### src/rtl/pi_client_endpoint.sv
// Pi-tree NoC client endpoint: PE <-> level-0 switch, with
// injection/ejection FIFOs, packet counters and sticky error flags.
//
// Ports:
//   clk, rst            clock, synchronous active-high reset
//   pe_tx_d/a/f/v/rdy   PE send side (valid/ready)
//   pe_rx_d/f/v/rdy     PE receive side (valid/ready)
//   noc_o, noc_o_v/bp   packet {f,addr,data} to switch (valid/backpressure)
//   noc_i, noc_i_v/bp   packet from switch (valid/backpressure)
//   tx_cnt, rx_cnt      wrapping transfer counters on the NoC side
//   err_self            sticky: PE sent to its own address
//   err_route           sticky: ejected packet not addressed to POSX
module pi_client_endpoint #(
   parameter int N         = 4,
   parameter int A_W       = $clog2(N) + 1,
   parameter int D_W       = 32,
   parameter int POSX      = 0,
   parameter int INJ_DEPTH = 4,
   parameter int EJ_DEPTH  = 4
) (
   input  logic                 clk,
   input  logic                 rst,
   input  logic [D_W-1:0]       pe_tx_d,
   input  logic [A_W-1:0]       pe_tx_a,
   input  logic                 pe_tx_f,
   input  logic                 pe_tx_v,
   output logic                 pe_tx_rdy,
   output logic [D_W-1:0]       pe_rx_d,
   output logic                 pe_rx_f,
   output logic                 pe_rx_v,
   input  logic                 pe_rx_rdy,
   output logic [A_W+D_W:0]     noc_o,
   output logic                 noc_o_v,
   input  logic                 noc_o_bp,
   input  logic [A_W+D_W:0]     noc_i,
   input  logic                 noc_i_v,
   output logic                 noc_i_bp,
   output logic [31:0]          tx_cnt,
   output logic [31:0]          rx_cnt,
   output logic                 err_self,
   output logic                 err_route
);

   localparam int P_W  = A_W + D_W + 1;
   localparam int IP_W = $clog2(INJ_DEPTH);
   localparam int EP_W = $clog2(EJ_DEPTH);

   localparam logic [IP_W:0]  INJ_FULL = (IP_W+1)'(INJ_DEPTH);
   localparam logic [EP_W:0]  EJ_FULL  = (EP_W+1)'(EJ_DEPTH);
   localparam logic [A_W-1:0] SELF     = A_W'(POSX);

   logic [P_W-1:0] inj_mem [INJ_DEPTH];
   logic [IP_W-1:0] inj_wp;
   logic [IP_W-1:0] inj_rp;
   logic [IP_W:0]   inj_cnt;

   // The address is not needed after ejection, so only {f, data} is stored.
   logic [D_W:0]    ej_mem [EJ_DEPTH];
   logic [EP_W-1:0] ej_wp;
   logic [EP_W-1:0] ej_rp;
   logic [EP_W:0]   ej_cnt;

   logic           tx_fire;
   logic           tx_self;
   logic           inj_push;
   logic           inj_pop;
   logic           ej_push;
   logic           ej_pop;
   logic [A_W-1:0] rx_a;
   logic [D_W:0]   ej_head;

   // Ready/backpressure depend only on registered counts, so there is
   // no combinational path from the opposite side's handshake.
   assign pe_tx_rdy = (inj_cnt != INJ_FULL);
   assign tx_fire   = pe_tx_v & pe_tx_rdy;
   assign tx_self   = (pe_tx_a == SELF);
   assign inj_push  = tx_fire & ~tx_self;

   assign noc_o_v = (inj_cnt != '0);
   assign inj_pop = noc_o_v & ~noc_o_bp;
   assign noc_o   = noc_o_v ? inj_mem[inj_rp] : '0;

   assign noc_i_bp = (ej_cnt == EJ_FULL);
   assign ej_push  = noc_i_v & ~noc_i_bp;
   assign rx_a     = noc_i[A_W+D_W-1:D_W];

   assign pe_rx_v = (ej_cnt != '0);
   assign ej_pop  = pe_rx_v & pe_rx_rdy;
   assign ej_head = pe_rx_v ? ej_mem[ej_rp] : '0;
   assign pe_rx_f = ej_head[D_W];
   assign pe_rx_d = ej_head[D_W-1:0];

   always_ff @(posedge clk) begin
      if (inj_push)
         inj_mem[inj_wp] <= {pe_tx_f, pe_tx_a, pe_tx_d};
      if (ej_push)
         ej_mem[ej_wp] <= {noc_i[P_W-1], noc_i[D_W-1:0]};
   end

   always_ff @(posedge clk) begin
      if (rst) begin
         inj_wp    <= '0;
         inj_rp    <= '0;
         inj_cnt   <= '0;
         ej_wp     <= '0;
         ej_rp     <= '0;
         ej_cnt    <= '0;
         tx_cnt    <= '0;
         rx_cnt    <= '0;
         err_self  <= 1'b0;
         err_route <= 1'b0;
      end else begin
         if (inj_push)
            inj_wp <= inj_wp + IP_W'(1);
         if (inj_pop)
            inj_rp <= inj_rp + IP_W'(1);
         inj_cnt <= inj_cnt + (IP_W+1)'(inj_push)
                            - (IP_W+1)'(inj_pop);

         if (ej_push)
            ej_wp <= ej_wp + EP_W'(1);
         if (ej_pop)
            ej_rp <= ej_rp + EP_W'(1);
         ej_cnt <= ej_cnt + (EP_W+1)'(ej_push)
                          - (EP_W+1)'(ej_pop);

         if (inj_pop)
            tx_cnt <= tx_cnt + 32'd1;
         if (ej_push)
            rx_cnt <= rx_cnt + 32'd1;

         // Self-addressed sends are swallowed here and only flagged.
         if (tx_fire & tx_self)
            err_self <= 1'b1;
         if (ej_push & (rx_a != SELF))
            err_route <= 1'b1;
      end
   end

endmodule
### config.mk
export PLATFORM = sky130hd
export DESIGN_NAME = pi_client_endpoint
export DESIGN_NICKNAME = d
export VERILOG_FILES = /design/src/rtl/pi_client_endpoint.sv
export SDC_FILE = /design/constraint.sdc
export NUM_CORES = 1
export LEC_CHECK = 0
export CAP_MARGIN = 25
export CORE_MARGIN = 5
export CORE_UTILIZATION = 40
export CTS_BUF_LIST = sky130_fd_sc_hd__clkbuf_16
export CTS_CLUSTER_SIZE = 20
export DETAILED_ROUTE_END_ITERATION = 12
export GPL_ROUTABILITY_DRIVEN = 1
export GPL_TIMING_DRIVEN = 0
export PLACE_DENSITY = 0.74
export SYNTH_ARGS = -nofsm -noshare
export SYNTH_HDL_FRONTEND = slang
export SYNTH_SLANG_ARGS = --single-unit
export TNS_END_PERCENT = 50
### constraint.sdc
create_clock -name clk -period 2.5 [get_ports clk]
set_input_delay 0.5 -clock clk [delete_from_list [all_inputs] [get_ports clk]]
set_output_delay 0.5 -clock clk [all_outputs]
set_load 0.01 [all_outputs]
# Word-level counts from Yosys, hierarchy flattened
# Memories as Yosys holds them, arrays and structs flattened. A register that Yosys moved wholly into a read port is not among the register bits.
# Index checks and enable logic that the tools add are counted.
# W data, S select, Z words.
[classes]
addsub = 10
n_eq_ne = 2
muxes = 10
bitwise_logic = 10
n_reduce_logical = 4
[op_table]
columns = ["cell", "count"]
rows = [
  ["$add A32 B1 Y32 const B", 2],
  ["$mux W36", 1],
  ["$mux W33", 1],
  ["$reduce_bool A3 Y1", 3],
  ["$add A2 B1 Y2 const B", 4],
  ["$mux W2", 4],
  ["$and A1 B1 Y1", 7],
  ["$add A3 B1 Y3", 2],
  ["$sub A3 B1 Y3", 2],
  ["$mux W1", 4],
  ["$eq A3 B3 Y1 const B", 1],
  ["$logic_not A3 Y1", 1],
  ["$ne A3 B3 Y1 const B", 1],
  ["$not A1 Y1", 3],
]
[word_totals]
reg_bits = 80
ramBits = 276
inputBits = 78
output_inout_bits = 139
word_cells = 48
n_memories = 2
[mem_list]
columns = ["name", "depth", "width", "read_ports", "rd_clocked_by_memory_dff", "wr", "line", "rtl"]
rows = [
  ["inj_mem", 4, 36, 1, 1, 1, "52", "logic [P_W-1:0] inj_mem [INJ_DEPTH];"],
  ["ej_mem", 4, 33, 1, 1, 1, "58", "logic [D_W:0] ej_mem [EJ_DEPTH];"],
]

# Depth between registers and ports, before layout
# Gate-level depths: netlist of run 1.
[logic_depth]
word_depth = 5
ltp_mapped = 13
ltp_nobuf = 11

# Worst setup path after synthesis of run 1
# No wires, ideal clock.
[synth_path]
path_kind = "reg-to-reg"
startpoint = "register ej_cnt[1]"
endpoint = "register ej_cnt[2]"
setup_time_ps = 128
arrival_ps = 2341
required_ps = 2372
setup_slack_ps = 32
stages_incl_launch_ff = 14
n_path_buf = 2
period_less_slack_ps = 2468
path_cell_list = "dfxtp_1 or3b_1 buf_4 and2_1 clkbuf_1 inv_2 ha_1 inv_1 ha_1 inv_1 fa_1 xor2_1 xnor2_1 nor2_1"
[synth_between]
elab_chain_len = 5
word_cells_on_any_way = 7
cone_classes = "add/sub (2); eq/ne (1); bitwise (3); reduce/logical (1)"
[synth_rtl]
columns = ["element", "line", "rtl"]
rows = [
  ["from (decl)", "61", "logic [EP_W:0] ej_cnt;"],
  ["from (signal assigned)", "124", "ej_cnt <= ej_cnt + (EP_W+1)'(ej_push)"],
  ["$eq A3 B3 Y1", "83", "assign noc_i_bp = (ej_cnt == EJ_FULL);"],
  ["$not A1 Y1", "84", "assign ej_push = noc_i_v & ~noc_i_bp;"],
  ["$and A1 B1 Y1", "84", ""],
  ["$add A3 B1 Y3", "124", ""],
  ["$sub A3 B1 Y3 *", "125", "- (EP_W+1)'(ej_pop);"],
]
# Every way passes the cells marked *; elsewhere a longest branch is shown, timed or not.
# A chain may end at the register's enable or synchronous reset.

==> run_results.csv, run 1 <==
group,metric,value,unit
detailed_routing,drtIter0Drc,429,
cts,cts_tree,"yes",
timing,clock.fmax,394,MHz
worst_setup_path,crit_fanout,7,
grt,grt_pass1_wl,50.7,mm
worst_setup_path,r2r_cells,12,
timing,setup_tns,-0.188,ns
timing,tightest_slew,0.885,ns
cells_and_area,fillerInstances,2886,
cells_and_area,instances_no_fill,1681,
timing,post-route-period-util,1.02,
worst_setup_path,crit_type,"flip-flop to output port",
timing,maxSlewHeadroom,0.410,
floorplan,ios,217,
yosys,syn_area_per_cell,16.0,um2
grt,overflow,0,
yosys,syn_area,14400,um2
power_and_ir_drop,leakagePower,6.48,nW
cells_and_area,multi_input_area,4330,um2
cells_and_area,area_growth,33.5,%
yosys,synth_flop_cell,"edfxtp_1",
worst_setup_path,startpoint_type,"flip-flop",
yosys,synth_warnings,0,
cells_and_area,fin_util,0.540,
cts,clkTransAtPathRegs,0.06,ns
grt,grt.total_usage,0.163,
cells_and_area,register_area,10000,um2
grt,antenna_found_initial,4,
yosys,synth_cell_types,46,
placed_design,hpwlAfterDp,21.6,mm
timing,slew_viol_final,0,
worst_setup_path,reg2reg_from,"ej_cnt[2]",
detailed_routing,finalWirelength,33.0,mm
cts,clk_path_buf_depth,3,
detailed_routing,post_drt_wl_per_cell,19.6,um
yosys,synth.top_cells.by_area,"edfxtp_1 58%, dfxtp_1 12%, mux4_2 11%",
cts,cts_root_buf,"clkbuf_16",
cells_and_area,nets,1282,
floorplan,initial_core_util,0.405,
timing,fin_ws,-0.0379,ns
detailed_routing,drtAntennaViolNets,0,
placed_design,dp_slack,-0.668,ns
yosys,netlist.top_cell.by_area,"edfxtp_1",
placed_design,dp.cells,1582,
timing,rsz0062_at_grt,"true",
yosys,synth_fp_nets,995,
cts,insertion_delay,0.53,ns
worst_setup_path,r2r_setup_slack,0.06,ns
yosys,ys_ff_latch,360,
detailed_routing,viasPerCell,5.22,
placed_design,gp_congestion,0.828,
floorplan,fp-row-count,69,
floorplan,fp.dieH,200,um
timing,finalHoldViolations,0,
timing,min_period,2.54,ns
worst_setup_path,crit_arrival,2.04,ns
run_status,failed_checks,"setup timing",
detailed_routing,first_pass_iters,5,
min_path,hp-start,"pe_tx_a[1]",
grt,grt_max_degree,34,
placed_design,place.port_buffers,216,
min_path,holdPathEnd,"inj_mem[1][33]",
grt,grt_pass1_vias,8983,
detailed_routing,route.detailed.drc,0,
timing,holdWs,0.303,ns
min_path,hold_depth,1,
detailed_routing,vias,8775,
yosys,yosysSeqAreaShare,0.692,
worst_setup_path,cp_data_required_time,2.00,ns
cts,cts-htree-levels,2,
worst_setup_path,endpoint_kind,"output port",
floorplan,core,35600,um2
cts,cts_sinks,360,
yosys,netlist.area_leader.share,0.576,
min_path,hp-class,"input pin to flip-flop",
yosys,synth-async-reset-ratio,0,
cts,cts_buffers,40,
power_and_ir_drop,irDropWorstVdd,0.722,mV
power_and_ir_drop,powerDensity,976,nW/um2
floorplan,die-area,39900,um2
cells_and_area,drive_gt1_frac,0.276,
run_status,status,"finished with violations",
floorplan,die_width,200,um
yosys,synth_edf_count,276,
timing,fin_skew,0.0147,ns
worst_setup_path,r2r-end,"ej_cnt[2]",
yosys,syn_inst,901,
run,drv_cap,0,
timing,finalSetupViolCount,11,
==> layer usage <==
layer	track usage	wire, um
met1	0.215	13800
met2	0.275	16300
met3	0.0418	2400
met4	0.0352	472
met5	0	13
==> critical path, stage by stage (launching register included) <==
cell     delay, ns
dfxtp_4       0.38
buf_12        0.12
buf_12        0.11
buf_12        0.12
mux4_2        0.50
and2_4        0.17
buf_6         0.12
==> registers in the layout, summed over array words and instances (netlist names), named ones only <==
name and cells:
err_self 1, inj_rp 2, inj_cnt 3, inj_wp 2, rx_cnt 32, err_route 1
ej_mem 132, inj_mem 144, tx_cnt 32, ej_cnt 3, ej_wp 2, ej_rp 2
==> power breakdown <==
part	leakage (nW)	internal (mW)	switching [mW]	total, mW
Combinational	2.62	3.41	2.48	5.88
Clock	0.648	3.29	2.27	5.56
Sequential	3.21	7.06	0.244	7.31
==> what timing repair did <==
item / CTS / global route
pin swaps: 34 / 16
buffers inserted: 21 / 11
hold buffers: 0 / 0
cloned: 3 / 0
hold endpoints to repair: 0 / 0
gates resized for setup: 420 / 56
endpoints found under the setup margin: 75 / 63
==> cells in the mapped netlist (all sizes together), types with 5 or more instances <==
| cell type | count |
|---|---|
| a21oi | 45 |
| and2 | 75 |
| and3 | 10 |
| and4 | 5 |
| buf | 14 |
| clkbuf | 32 |
| dfxtp | 84 |
| edfxtp | 276 |
| ha | 14 |
| inv | 21 |
| mux2 | 5 |
| mux4 | 69 |
| nand2 | 29 |
| nand3 | 15 |
| nand4 | 19 |
| nor2 | 38 |
| nor2b | 7 |
| nor3 | 8 |
| nor4 | 5 |
| o21ai | 15 |
| o31ai | 25 |
| or3 | 16 |
| or4 | 29 |
| xnor2 | 20 |
| xor2 | 7 |
==> area by class of cell <==
| type | instances | share of cell area |
|---|---|---|
| Clock buffer | 41 | 0.0534 |
| Sequential cell | 360 | 0.520 |
| Buffer | 38 | 0.0197 |
| Timing Repair Buffer | 253 | 0.135 |
| Tap cell | 461 | 0.0300 |
| Antenna cell | 2 | 0.000260 |
| Multi-Input combinational cell | 474 | 0.225 |
| Inverter | 21 | 0.00436 |
| Clock inverter | 31 | 0.0124 |
==> logic make-up (layout without fill, tap and decap cells) <==
family / after synthesis / after routing / synth area share
AO/OA/AOI/OAI: 87 / 87 / 0.0349
XOR/XNOR: 27 / 27 / 0.0164
adder cells (fa/ha/maj): 16 / 16 / 0.0149
buffers and inverters: 67 / 384 / 0.0197
flip-flops: 360 / 360 / 0.692
multiplexers: 74 / 74 / 0.112
other: 0 / 2 / 0
AND/OR/NAND/NOR: 270 / 270 / 0.110
==> how the worst max path moves through the flow <==
stage | from | end | depth (start not counted)
after floorplan | ej_cnt[1] | ej_cnt[2] | 13
after global placement | pe_tx_a[0] | inj_mem[0][13] | 5
after detailed placement | inj_cnt[1] | noc_o[25] | 7
after CTS | flip-flop | pe_rx_d[22] | 7
after global routing | flip-flop | pe_rx_d[16] | 6
final | flip-flop | pe_rx_d[18] | 6
==> cells in the final DEF (no fill, tap or decap), types with 9 or more instances in the layout <==
cell type / count
mux4_2: 69
xnor2_1: 20
clkbuf_1: 11
or3_1: 15
buf_6: 48
clkinv_1: 9
ha_1: 12
edfxtp_1: 276
buf_4: 17
a21oi_1: 45
nand2_1: 29
buf_2: 29
inv_1: 23
buf_12: 14
and2_4: 44
and2_1: 27
o31ai_1: 25
clkdlybuf4s50_1: 141
dfxtp_1: 73
nor2_1: 37
nand3_1: 15
clkbuf_16: 42
nand4_1: 18
or4_1: 28
==> through the flow <==
step                      power, mW  area, um2
after floorplan                9.91      14400
after global placement         12.1      17100
after detailed placement       12.2      17200
after CTS                      18.7      19000
after global routing           19.7      19200
final                          18.7      19200
Note: power is estimated with default switching activity, not from simulation.
==> inputs of run 2 (changes only) <==
--- a/config.mk
+++ b/config.mk
@@ -13,7 +13,7 @@
 export DETAILED_ROUTE_END_ITERATION = 12
 export GPL_ROUTABILITY_DRIVEN = 1
 export GPL_TIMING_DRIVEN = 0
-export PLACE_DENSITY = 0.74
+export PLACE_DENSITY = 0.65
 export SYNTH_ARGS = -nofsm -noshare
 export SYNTH_HDL_FRONTEND = slang
 export SYNTH_SLANG_ARGS = --single-unit
==> run_results.csv, run 2 (synthesis gave the netlist of run 1 again) <==
group,metric,value,unit
run_status,status,"finished with violations",
run_status,failed_checks,"setup timing",
worst_setup_path,startpoint_type,"flip-flop",
cells_and_area,register_area,9990,um2
cts,hold_buffers,0,
run,drv_cap,0,
floorplan,fp-row-count,69,
cts,cts_buffers,38,
cts,clk_path_buf_depth,3,
cells_and_area,largest_register_ffs,144,
cts,insertion_delay,0.52,ns
placed_design,gp_congestion,0.812,
power_and_ir_drop,powerDensity,949,nW/um2
cts,cts_sinks,360,
grt,grt.total_usage,0.159,
worst_setup_path,cp_data_required_time,2.00,ns
detailed_routing,route.detailed.drc,0,
cts,cts_root_buf,"clkbuf_16",
cells_and_area,multi_input_area,4310,um2
placed_design,hpwlAfterDp,21.7,mm
worst_setup_path,crit_fanout,7,
detailed_routing,viasPerCell,5.20,
worst_setup_path,endpoint_kind,"output port",
worst_setup_path,worstPathCellList,"buf_12 -> buf_12 -> mux4_2 -> and2_1 -> buf_2",
power_and_ir_drop,swShare,0.269,
cells_and_area,fin_util,0.531,
detailed_routing,drtIter0Drc,423,
min_path,hp-class,"input pin to flip-flop",
timing,finalSetupViolCount,12,
timing,post-route-period-util,1.02,
timing,rsz0062_at_grt,"true",
cells_and_area,layout_common_cells,"276 x edfxtp_1, 141 x clkdlybuf4s50_1, 76 x dfxtp_1, 69 x mux4_2, 45 x a21oi_1",
power_and_ir_drop,seqPwrFrac,0.407,
floorplan,fp.dieH,200,um
cells_and_area,nets,1274,
floorplan,ios,217,
cts,clkTransAtPathRegs,0.06,ns
detailed_routing,post_drt_wl_per_cell,19.5,um
power_and_ir_drop,pwr-share-clk,0.283,
power_and_ir_drop,irDropWorstVdd,0.603,mV
detailed_routing,finalWirelength,32.5,mm
timing,slew_viol_final,0,
timing,fin_skew,0.0167,ns
cells_and_area,fillerInstances,2961,
worst_setup_path,crit_type,"flip-flop to output port",
power_and_ir_drop,leakagePower,6.37,nW
cts,cts-htree-levels,2,
cells_and_area,final_common_cell,"edfxtp_1",
power_and_ir_drop,p_sw,4.83,mW
floorplan,die_width,200,um
detailed_routing,drtAntennaViolNets,0,
floorplan,initial_core_util,0.405,
detailed_routing,vias,8662,
floorplan,die-area,39900,um2
power_and_ir_drop,power_frac_comb,0.310,
grt,grt_pass1_vias,8976,
timing,fin_ws,-0.0610,ns
worst_setup_path,crit_slowest_cell,"mux4_2",
worst_setup_path,crit_arrival,2.06,ns
cells_and_area,area_growth,31.3,%
timing,clock.fmax,390,MHz
placed_design,place.port_buffers,216,
power_and_ir_drop,p_int,13.1,mW
grt,grt_max_degree,34,
cells_and_area,final_area,18900,um2
placed_design,place_area,17300,um2
detailed_routing,first_pass_iters,4,
cells_and_area,reg.largest.list,"inj_mem: 144 flops, ej_mem: 132 flops",
grt,overflow,0,
cells_and_area,drive_gt1_frac,0.264,
worst_setup_path,cp_common_cell,"buf_12",
timing,maxSlewHeadroom,0.402,
worst_setup_path,max_stage_delay,0.52,ns
grt,grt_pass1_wl,50.3,mm
grt,antenna_found_initial,0,
timing,min_period,2.56,ns
cells_and_area,diodes,0,
floorplan,core,35600,um2
timing,finalHoldViolations,0,
cells_and_area,largest-register,"inj_mem",
cts,cts_tree,"yes",
timing,tightest_slew,0.897,ns
run 2: cell count changes in the layout (fill, tap and decap cells not counted), sizes merged, moves of 2 or more:
cell    change
clkbuf      -2
inv         +2
clkinv      -3
diode       -2
buf         -8
bufinv      -2
run 2: through the flow:
stage	hold WS (ns)	TNS [ns]	worst slack, ns	std cells	power, mW
after floorplan	0.469	0	0.0319	901	9.91
after global placement	0.457	-285.45	-1.27	1578	12.1
after detailed placement	0.462	-70.76	-0.757	1584	12.2
after CTS	0.446	-2.02	-0.112	1667	18.0
after global routing	0.372	-1.83	-0.127	1666	18.8
final	0.386	-0.278	-0.0610	1666	17.9
run 2: power by group through the flow:
stage | registers (mW) | logic, mW | clock network, mW
final | 7.30 | 5.56 | 5.07
after global routing | 7.35 | 6.01 | 5.45
after CTS | 7.30 | 5.45 | 5.21
after detailed placement | 7.33 | 4.89 | 0
after global placement | 7.34 | 4.78 | 0
after floorplan | 7.30 | 2.61 | 0
run 2: timing repair:
item | in CTS | in global routing
resized for setup | 390 | 66
setup endpoints to repair | 75 | 66
pin swaps | 10 | 15
gates cloned | 5 | 0
setup buffers | 20 | 5
endpoints found under the hold margin | 0 | 0
run 2: worst paths after layout:
kind	slack, ns	cells past startpoint	endpoint	start
setup / recovery	-0.06	5	pe_rx_d[5]	flip-flop
hold / removal	0.39	1	inj_mem[2][34]	pe_tx_a[2]
setup reg to reg	0.08	12	ej_cnt[2]	ej_cnt[1]
hold reg to reg	0.48	2	err_route	err_route
run 2: layout make-up:
| cell class | instances | share of cell area |
|---|---|---|
| clock inverters | 27 | 0.00854 |
| flip-flops and latches | 360 | 0.529 |
| repair buffers | 247 | 0.132 |
| clock buffers | 38 | 0.0503 |
| plain buffers | 38 | 0.0178 |
| well taps | 461 | 0.0305 |
| inverters | 21 | 0.00444 |
| multi-input cells | 474 | 0.228 |
run 2: critical path: cells and delay by family (launching register included):
kind	cells	cell delay, ns
muxes	1	0.52
DFF	1	0.46
buffers and inverters	3	0.40
and+or+nand+nor	1	0.17
run 2: per-layer routing:
metal	GRT usage	up-vias	wire length, um
li1	-	4058	-
met1	0.217	4325	13900
met2	0.264	233	15800
met3	0.0329	46	2090
met4	0.0415	0	663
met5	0	-	0
